**config.mk**
```make
export PLATFORM = sky130hd
export DESIGN_NAME = ex_flag_ctx_stack
export DESIGN_NICKNAME = d
export VERILOG_FILES = /design/src/rtl/ex_flag_ctx_stack.sv
export SDC_FILE = /design/constraint.sdc
export NUM_CORES = 1
export LEC_CHECK = 0
export BUFFER_PORTS_ARGS = -buffer_cell sky130_fd_sc_hd__clkbuf_2
export CELL_PAD_IN_SITES_DETAIL_PLACEMENT = 0
export CELL_PAD_IN_SITES_GLOBAL_PLACEMENT = 1
export CORE_ASPECT_RATIO = 2
export CORE_MARGIN = 2
export CORE_UTILIZATION = 39
export CTS_CLUSTER_DIAMETER = 200
export DETAILED_ROUTE_END_ITERATION = 16
export PLACE_DENSITY = 0.83
export SETUP_SLACK_MARGIN = 0.3
export SLEW_MARGIN = 20
export SYNTH_ARGS = -nofsm -noshare
export SYNTH_HDL_FRONTEND = slang
export SYNTH_SLANG_ARGS = --single-unit
```
**constraint.sdc**
```tcl
create_clock -name clk -period 2.1 [get_ports clk]
set_input_delay 0.315 -clock clk [delete_from_list [all_inputs] [get_ports clk]]
set_output_delay 0.315 -clock clk [all_outputs]
set_load 0.03 [all_outputs]
```
**src/rtl/ex_flag_ctx_stack.sv**
```systemverilog
// EX-stage condition flags with a DEPTH-deep LIFO of saved flag contexts.
// Also registers the branch decision evaluated against the held flags.
module ex_flag_ctx_stack #(
  parameter int FLAG_W = 2,
  parameter int DEPTH  = 4,
  parameter int CC_W   = 3
) (
  input  logic                       clk,
  input  logic                       rst_n,
  input  logic                       stall,
  input  logic [FLAG_W-1:0]          flags_in,
  input  logic                       cmp,
  input  logic                       int_entry,
  input  logic                       returni,
  input  logic                       br_valid,
  input  logic [CC_W-1:0]            cond,
  input  logic                       err_clr,
  output logic [FLAG_W-1:0]          flags_q,
  output logic [$clog2(DEPTH+1)-1:0] depth,
  output logic                       full,
  output logic                       empty,
  output logic                       ovf,
  output logic                       unf,
  output logic                       br_taken
);

  localparam int DW = $clog2(DEPTH + 1);
  localparam int AW = (DEPTH > 1) ? $clog2(DEPTH) : 1;

  logic [FLAG_W-1:0] stack_q [DEPTH];
  logic [FLAG_W-1:0] stack_d [DEPTH];
  logic [FLAG_W-1:0] flags_d;
  logic [DW-1:0]     depth_q;
  logic [DW-1:0]     depth_d;
  logic              ovf_q;
  logic              ovf_d;
  logic              unf_q;
  logic              unf_d;
  logic              br_taken_q;
  logic              br_taken_d;
  logic              cond_hit;
  logic              is_z;
  logic              is_n;
  logic              full_w;
  logic              empty_w;
  logic [AW-1:0]     top_idx;
  logic [AW-1:0]     push_idx;
  logic [DW-1:0]     top_calc;

  assign is_z     = flags_q[0];
  assign is_n     = flags_q[1];
  assign full_w   = (depth_q == DW'(DEPTH));
  assign empty_w  = (depth_q == '0);
  assign top_calc = depth_q - DW'(1);
  assign top_idx  = AW'(top_calc);
  assign push_idx = AW'(depth_q);

  always_comb begin
    cond_hit = 1'b0;
    case (cond[2:0])
      3'd0:    cond_hit = 1'b0;
      3'd1:    cond_hit = 1'b1;
      3'd2:    cond_hit = is_z;
      3'd3:    cond_hit = ~is_z;
      3'd4:    cond_hit = is_n;
      3'd5:    cond_hit = ~is_n;
      3'd6:    cond_hit = ~is_n & ~is_z;
      default: cond_hit = is_n | is_z;
    endcase
  end

  always_comb begin
    flags_d    = flags_q;
    stack_d    = stack_q;
    depth_d    = depth_q;
    ovf_d      = ovf_q & ~err_clr;
    unf_d      = unf_q & ~err_clr;
    br_taken_d = br_taken_q;
    if (!stall) begin
      br_taken_d = br_valid & cond_hit;
      unique case (1'b1)
        (returni & ~int_entry): begin
          if (!empty_w) begin
            flags_d = stack_q[top_idx];
            depth_d = depth_q - DW'(1);
          end else begin
            unf_d = 1'b1;
            if (cmp) flags_d = flags_in;
          end
        end
        (int_entry & ~returni): begin
          if (!full_w) begin
            stack_d[push_idx] = flags_q;
            depth_d = depth_q + DW'(1);
          end else begin
            ovf_d = 1'b1;
          end
          if (cmp) flags_d = flags_in;
        end
        (int_entry & returni): begin
          // Nested return-and-reenter: exchange current flags with the top.
          if (!empty_w) begin
            flags_d          = stack_q[top_idx];
            stack_d[top_idx] = flags_q;
          end else begin
            unf_d = 1'b1;
          end
        end
        default: begin
          if (cmp) flags_d = flags_in;
        end
      endcase
    end
  end

  always_ff @(posedge clk) begin
    if (!rst_n) begin
      flags_q    <= '0;
      stack_q    <= '{default: '0};
      depth_q    <= '0;
      ovf_q      <= 1'b0;
      unf_q      <= 1'b0;
      br_taken_q <= 1'b0;
    end else begin
      flags_q    <= flags_d;
      stack_q    <= stack_d;
      depth_q    <= depth_d;
      ovf_q      <= ovf_d;
      unf_q      <= unf_d;
      br_taken_q <= br_taken_d;
    end
  end

  assign depth    = depth_q;
  assign full     = full_w;
  assign empty    = empty_w;
  assign ovf      = ovf_q;
  assign unf      = unf_q;
  assign br_taken = br_taken_q;

endmodule

```
# After elaboration in Yosys (flattened, before gate mapping)
# Index checks and enable logic that the tools add are counted.
# op_classes
bitwise	16
n_reduce_logical	10
magnitude_cmp	4
add_sub_neg	2
div_mod_pow	0
n_shift	0
muxes	26
n_eq_ne	10
mul	0
# ops
operator	count
$bwmux 8	2
$mux 8	2
$pmux 8 s2	1
$mux 2	7
$eq 3x3->1 const B	4
$demux 2 s2	2
$reduce_and 4->1	2
$and 1x1->1	7
$pmux 1 s7	1
$eq 3x2->1 const B	2
$ge 3x3->1 const B	2
$logic_not 3->1	2
$lt 3x1->1 const B	2
$mux 1	6
$mux 3	2
$ne 2x2->1 const B	3
$not 1->1	6
$not 2->3	2
$pmux 3 s2	1
$bmux 2 s2	1
$pmux 2 s2	1
$reduce_bool 2->1	2
$add 3x1->3 const B	1
$eq 3x1->1 const B	1
other kinds (5)	6
# totals
regBits	16
ramBits	0
word_cells	77
mem_bits_ro	0
input_bits	13
mem_count	0
latchBits	0

# Logic depth before layout (Yosys ltp)
# Gate-level depths: netlist of the first run.
# logic_depth
depth_word	9
mapped_depth	6

# Least setup slack after synthesis of the first run
# OpenSTA, ideal clock, no wires.
# synth_path
path_kind	register to register
start	register depth_q[0], in the netlist depth[0]
end	register flags_q[1]
arrival_ns	1.892
n_path_buf	0
setup_slack_ns	0.089
path_stages_with_launch	6
required_time_ns	1.981
setup_time_ns	0.119
synth_period_minus_slack_ns	2.011
path_cell_list	dfxtp_1 -> inv_1 -> ha_1 -> mux4_2 -> mux2_2 -> o221a_1
# synth_via
elab_chain_len	7
# synth_rtl
element	line_no	source
from (decl)	33	logic [DW-1:0] depth_q;
from (signal assigned)	127	depth_q <= depth_d;
$sub 3x1->3 (*)	--	
named net top_calc[0]	48	logic [DW-1:0] top_calc;
$not 2->3 (not written as such) (*)	84, 103	
$bmux 2 s2 (*)	84, 103	
$mux 2 (not written as such) (*) (2 in series)	84, 103	
$mux 2 (on tied branches)	102, 83	
$pmux 2 s2 (*)	81	unique case (1'b1)
to (signal assigned)	125	flags_q <= flags_d;
to (decl)	18	output logic [FLAG_W-1:0] flags_q,
# The timed path passes the listed nets; every way through them passes the cells marked *. The select of a mux whose other input is x is not followed.
# A chain may end at the register's enable or synchronous reset.

# Final worst setup path of the first run
# layout_path
start	register depth_q[0], in the netlist depth[0]
end	output port empty
# layout_via
elab_chain_len	1
# layout_rtl
element	line_no	source
$logic_not 3->1	53	assign empty_w = (depth_q == '0);
to (decl)	21	output logic empty,
# No other way between the ends.

==> impl_metrics.csv, run 1 <==
group,metric,value,unit
power,leakagePower,0.543,nW
route,ant_nets,0,
cells_and_area,drive_gt1_frac,0.257,
global_routing,antenna_found_initial,0,
status,status,"finished clean",
power,sw_frac_of_total,0.327,
synth,yosys-top-cells-count,"21 x nand2_1, 16 x dfxtp_1, 10 x inv_1, 10 x mux2i_1, 7 x a21oi_1",
global_routing,grt_use_total,0.197,
setup_path,critical_path_peak_fanout,7,
cts,cts_resized,0,
cells_and_area,stdcell_count,164,
cts,clock_sinks,16,
setup_path,path_cells,"inv_1 > ha_4 > nand2b_2 > inv_1 > clkbuf_2",
route,wl_per_cell,16.2,um
power,clkPwrFrac,0.327,
cells_and_area,area_delta_synth_final,18.1,%
timing,fmax,574,MHz
setup_path,worst-setup-path-type,"reg -> out",
flow_run,maxCapViolations,0,
timing,finalHoldViolCount,0,
power,comb_power_share,0.281,
cts,numCtsBuffers,3,
cts,worstSkewPairLatency,0.26,ns
cts,clockBufferDepth,2,
timing,setup_viol,0,
setup_path,required,1.78,ns
floorplanning,ios,23,
power,p_per_area,711,nW/um^2
setup_path,crit_slowest_cell,"dfxtp_4",
place,placed_cells,160,
power,ir_drop,0.507,mV
synth,yosys.cell_count.top_type,"nand2_1",
synth,synthFlopType,"dfxtp_1",
cts,cts_root_buffer,"clkbuf_8",
setup_path,crit_family,"buffers and inverters",
global_routing,grt-ovfl-total,0,
setup_path,reg2reg_to,"flags_q[1]",
route,drt_iter0_drc,8,
cts,postCtsSetupRepairBufs,0,
floorplanning,core,2540,um^2
timing,rsz0062_at_grt,"no",
setup_path,cpPeakStageDelay,0.37,ns
synth,yosys_warnings,0,
synth,yosys-top-cells-area,"dfxtp_1 31%, mux2i_1 9.7%, nand2_1 7.7%",
route,firstDrtPassIters,4,
route,via_count,906,
global_routing,grt_pass1_wl,4.04,mm
cts,h-tree-depth,1,
setup_path,critPathLaunchType,"register",
cells_and_area,insertedDiodeCount,0,
setup_path,rrSetupSlack,0.39,ns
place,place_hpwl,2.05,mm
cts,postCtsHoldBufs,0,
place,routabilityCongestion,0.837,
floorplanning,die_h,76.6,um
global_routing,grt_max_degree,20,
synth,netlist_area,1030,um^2
timing,fin_skew,0.00683,ns
setup_path,rr_worst_depth,5,
synth,syn_nets,133,
timing,fin_tns_setup,0,ns
setup_path,crit_path_end,"empty",
synth,synth_top_area_share,0.312,
cells_and_area,fillers,253,
floorplanning,fp-row-count,26,
synth,synth_edf_count,0,
setup_path,cp.depth,5,
floorplanning,die-area,3090,um^2
cts,clk_pin_slew,0.07,ns
floorplanning,chipWidth,40.3,um
timing,min_period_over_period,0.829,
timing,period_minus_slack,1.74,ns
timing,worstMarginPinSlew,0.439,ns
synth,ys_seq_elements,16,
synth,async_reset_ff_frac,0,
setup_path,cp_num_buf_inv,3,
hold_path,hold_class,"in -> reg",
synth,seq_area_frac_synth,0.312,
cts,cts_tree,"yes",
global_routing,grt_pass1_vias,865,
route,vias_per_cell,5.52,
synth,yosys.area.top_type,"dfxtp_1",
synth,syn_inst,114,
setup_path,end_kind,"output pin",
timing,slew_violations,0,
timing,relSlewSlack,0.706,
place,port_buffers,22,
setup_path,crit_top_cell,"inv_1",
setup_path,critPathLaunch,"depth[0]",
cells_and_area,fin_nets,156,
synth,syn_avg_cell_area,9.01,um^2
synth,ys_types,37,
power,power.internal,0.000581,W
power,switching_power,0.000282,W
setup_path,worst_ep_arrival_time,1.43,ns
route,drt-total-wl,2.65,mm
setup_path,reg2reg_from,"depth[0]",
route,drc,0,
power,p_seq_frac,0.392,
floorplanning,initial_core_util,0.405,
-- power by group through the flow --
stage	Clock [W]	Sequential, W	Combinational, W
floorplan	0	0.000364	0.000147
global placement	0	0.000343	0.000224
detailed placement	0	0.000345	0.000229
CTS	0.000292	0.000338	0.000231
global route	0.000299	0.000342	0.000263
finish	0.000282	0.000338	0.000243
-- final cells by class --
class / instances / area (um^2) / area share
Sequential cell: 16 / 325 / 0.268
Timing Repair Buffer: 22 / 110 / 0.0907
Clock buffer: 4 / 55.1 / 0.0454
Tap cell: 28 / 35.0 / 0.0289
Inverter: 10 / 37.5 / 0.0309
Multi-Input combinational cell: 84 / 651 / 0.536
-- worst min path at each step --
stage               startpoint    endpoint  slack [ns]  cells past startpoint
global placement    stack_q[0]  stack_q[0]        0.46                      2
detailed placement  stack_q[0]  stack_q[0]        0.46                      2
global route           err_clr         unf        0.41                      3
CTS                    err_clr         unf        0.39                      3
finish                 err_clr         unf        0.39                      3
floorplan           stack_q[4]  stack_q[4]        0.43                      2
-- sequential cells by signal, indices dropped and copies added (netlist names) --
name	count
stack_q	8
depth	3
flags_q	2
br_taken	1
ovf	1
unf	1
-- cells by family after synthesis --
kind of cell / Yosys count / synth area share
flops: 16 / 0.312
xor+xnor: 4 / 0.0341
buf+inv: 14 / 0.0670
fa+ha+maj: 6 / 0.0731
simple gates: 37 / 0.178
compound gates: 22 / 0.158
mux: 15 / 0.178
-- cells in the final DEF, fill, tap and decap left out, types with 2 or more instances in the layout --
cell | netlist | final
clkbuf_2 | 0 | 22
nand2_1 | 21 | 21
dfxtp_1 | 16 | 14
inv_1 | 10 | 10
mux2i_1 | 10 | 10
a21oi_1 | 7 | 7
ha_1 | 6 | 5
nand3_1 | 4 | 4
clkbuf_8 | 0 | 4
mux2_2 | 3 | 3
xnor2_1 | 2 | 2
nand2b_1 | 2 | 2
xor2_1 | 2 | 2
o211a_1 | 2 | 2
nor2b_1 | 2 | 2
and2_1 | 2 | 2
o21ai_0 | 2 | 2
-- tightest hold or removal path: cells and delay by family --
kind | cells | cell delay (ns)
compound gates | 1 | 0.15
buf+inv | 1 | 0.09
simple gates | 1 | 0.04
-- layer usage --
| metal | part of all wire | track usage | vias up |
|---|---|---|---|
| met5 | 0 | 0 | - |
| met4 | 0.062 | 0.153 | 0 |
| met3 | 0.044 | 0.0408 | 13 |
| met1 | 0.35 | 0.176 | 416 |
| met2 | 0.55 | 0.337 | 33 |
| li1 | - | - | 444 |
-- stage by stage --
step	power, W	setup slack (ns)	utilization	hold WS [ns]	cell area [um^2]
floorplan	0.000511	0.348	-	0.430	1030
global placement	0.000568	0.398	0.452	0.458	1150
detailed placement	0.000574	0.349	0.452	0.456	1150
CTS	0.000861	0.324	0.473	0.389	1200
global route	0.000903	0.303	0.478	0.406	1210
finish	0.000863	0.359	0.478	0.387	1210
Power figures use the tool's default switching activity.
==> run 2, diff against run 1 <==
==> constraint.sdc (replaced) <==
create_clock -name clk -period 1.8 [get_ports clk]
set_input_delay 0.27 -clock clk [delete_from_list [all_inputs] [get_ports clk]]
set_output_delay 0.27 -clock clk [all_outputs]
set_load 0.03 [all_outputs]
==> run 2 against run 1 <==
Effect of this change:
- non-clock buffer count increased by 6
- worst hold slack lost 0.053 ns
- global-route usage decreased by 0.24 points
- via count increased by 0.88%
- final cell count grew 3.7%
- design area is 7.0% higher
- total power is 21% higher
- sequential power up 15%
- clock skew fell by 0.0035 ns
- die area did not move
- core utilization is 3.4 points higher
- largest cell class unchanged
==> impl_metrics.csv, run 2 (synthesis results as in run 1) <==
group,metric,value,unit
floorplanning,chipWidth,40.3,um
cts,clk_pin_slew,0.07,ns
timing,fin_tns_setup,0,ns
setup_path,end_kind,"register",
route,drc,0,
cts,worstSkewPairLatency,0.26,ns
power,ir_drop,0.427,mV
route,vias_per_cell,5.38,
hold_path,hold_depth,3,
cts,cts_tree,"yes",
power,comb_power_share,0.313,
setup_path,critPathLaunchType,"register",
setup_path,worst-setup-path-type,"reg -> reg",
route,wl_per_cell,15.1,um
floorplanning,fp-row-count,26,
setup_path,path_cells,"inv_4 > ha_4 > mux4_2 > mux2_4 > o221a_1",
power,sw_frac_of_total,0.324,
timing,rsz0062_at_grt,"yes",
power,leakagePower,0.583,nW
global_routing,antenna_found_initial,0,
setup_path,crit_slowest_cell,"dfxtp_4",
global_routing,grt_pass1_vias,939,
hold_path,hold_class,"in -> reg",
power,p_per_area,804,nW/um^2
cells_and_area,top_register,"stack_q",
cts,numCtsBuffers,3,
timing,min_period_over_period,0.878,
route,ant_nets,0,
place,port_buffers,22,
cts,postCtsHoldBufs,0,
setup_path,cp_num_buf_inv,1,
cts,clockBufferDepth,2,
cts,h-tree-depth,1,
floorplanning,die-area,3090,um^2
global_routing,grt-ovfl-total,0,
flow_run,maxCapViolations,0,
timing,worstMarginPinSlew,0.428,ns
cts,clock_sinks,16,
route,drt_iter0_drc,6,
place,place_hpwl,2.01,mm
route,drt-total-wl,2.57,mm
place,routabilityCongestion,0.841,
global_routing,grt_max_degree,20,
cells_and_area,largest_reg_flops,8,
power,switching_power,0.000338,W
power,p_total,0.00104,W
cells_and_area,layout_commonest_cell,"nand2_1",
floorplanning,core,2540,um^2
cells_and_area,area_delta_synth_final,26.4,%
cts,cts_root_buffer,"clkbuf_8",
setup_path,cp.depth,5,
floorplanning,initial_core_util,0.405,
timing,fin_skew,0.00334,ns
power,p_seq_frac,0.374,
floorplanning,die_h,76.6,um
cells_and_area,insertedDiodeCount,0,
timing,finalHoldViolCount,0,
cells_and_area,final_cell_mix,"21 x nand2_1, 20 x clkbuf_2, 13 x dfxtp_1, 10 x mux2i_1, 8 x inv_1",
timing,relSlewSlack,0.711,
route,via_count,914,
global_routing,grt_pass1_wl,4.08,mm
power,power.internal,0.000706,W
setup_path,required,1.95,ns
timing,setup_viol,0,
setup_path,worst_ep_arrival_time,1.73,ns
global_routing,grt_use_total,0.195,
status,status,"finished clean",
floorplanning,ios,23,
timing,fmax,632,MHz
timing,period_minus_slack,1.58,ns
route,firstDrtPassIters,3,
setup_path,cpPeakStageDelay,0.37,ns
cells_and_area,fin_nets,162,
power,clkPwrFrac,0.314,
timing,slew_violations,0,
setup_path,crit_family,"multiplexers",
cells_and_area,drive_gt1_frac,0.338,
setup_path,critical_path_peak_fanout,4,
setup_path,rr_worst_depth,5,
-- run 2: layout make-up --
type / instances / area [um^2]
multi-input cells: 84 / 682
flip-flops and latches: 16 / 329
fillers: 247 / 1240
inverters: 10 / 40.0
clock buffers: 4 / 55.1
well taps: 28 / 35.0
repair buffers: 28 / 158
-- run 2: power by group through the flow --
stage                     Sequential (W)  Combinational, W  Clock (W)
after floorplan                 0.000426          0.000183          0
after global placement          0.000403          0.000277          0
after detailed placement        0.000404          0.000283          0
after CTS                       0.000390          0.000316   0.000337
after global routing            0.000392          0.000354   0.000356
final                           0.000390          0.000327   0.000328
-- run 2: per-stage QoR --
stage / cell area, um^2 / utilization / setup slack (ns) / hold slack, ns / cells
final: 1300 / 0.512 / 0.219 / 0.334 / 170
after global routing: 1300 / 0.512 / 0.184 / 0.352 / 170
after CTS: 1280 / 0.503 / 0.213 / 0.335 / 169
after detailed placement: 1170 / 0.462 / 0.165 / 0.447 / 161
after global placement: 1170 / 0.462 / 0.216 / 0.450 / 161
after floorplan: 1050 / - / 0.179 / 0.430 / 114
-- run 2: path summary, 6_finish.rpt --
check	startpoint	to	slack, ns
setup / recovery	depth[0]	flags_q[1]	0.22
hold / removal	err_clr	unf	0.33
setup reg to reg	depth[0]	flags_q[1]	0.22
hold reg to reg	stack_q[3]	stack_q[3]	0.46
-- run 2: timing repair --
item	CTS	global route
hold endpoints to repair	0	0
resized for setup	6	5
setup buffers	4	1
endpoints found under the setup margin	12	12
pin swaps	3	2
-- run 2: routing by layer --
metal / routed length (um) / GRT usage / vias to the layer above
met5: 0 / 0 / -
met4: 119 / 0.123 / 0
met3: 94 / 0.0350 / 10
met2: 1460 / 0.352 / 24
met1: 898 / 0.171 / 426
li1: - / - / 454
-- run 2: worst min-delay path, stage by stage --
cell and delay (ns):
clkbuf_2 0.09, nor2b_1 0.04, o21a_1 0.15
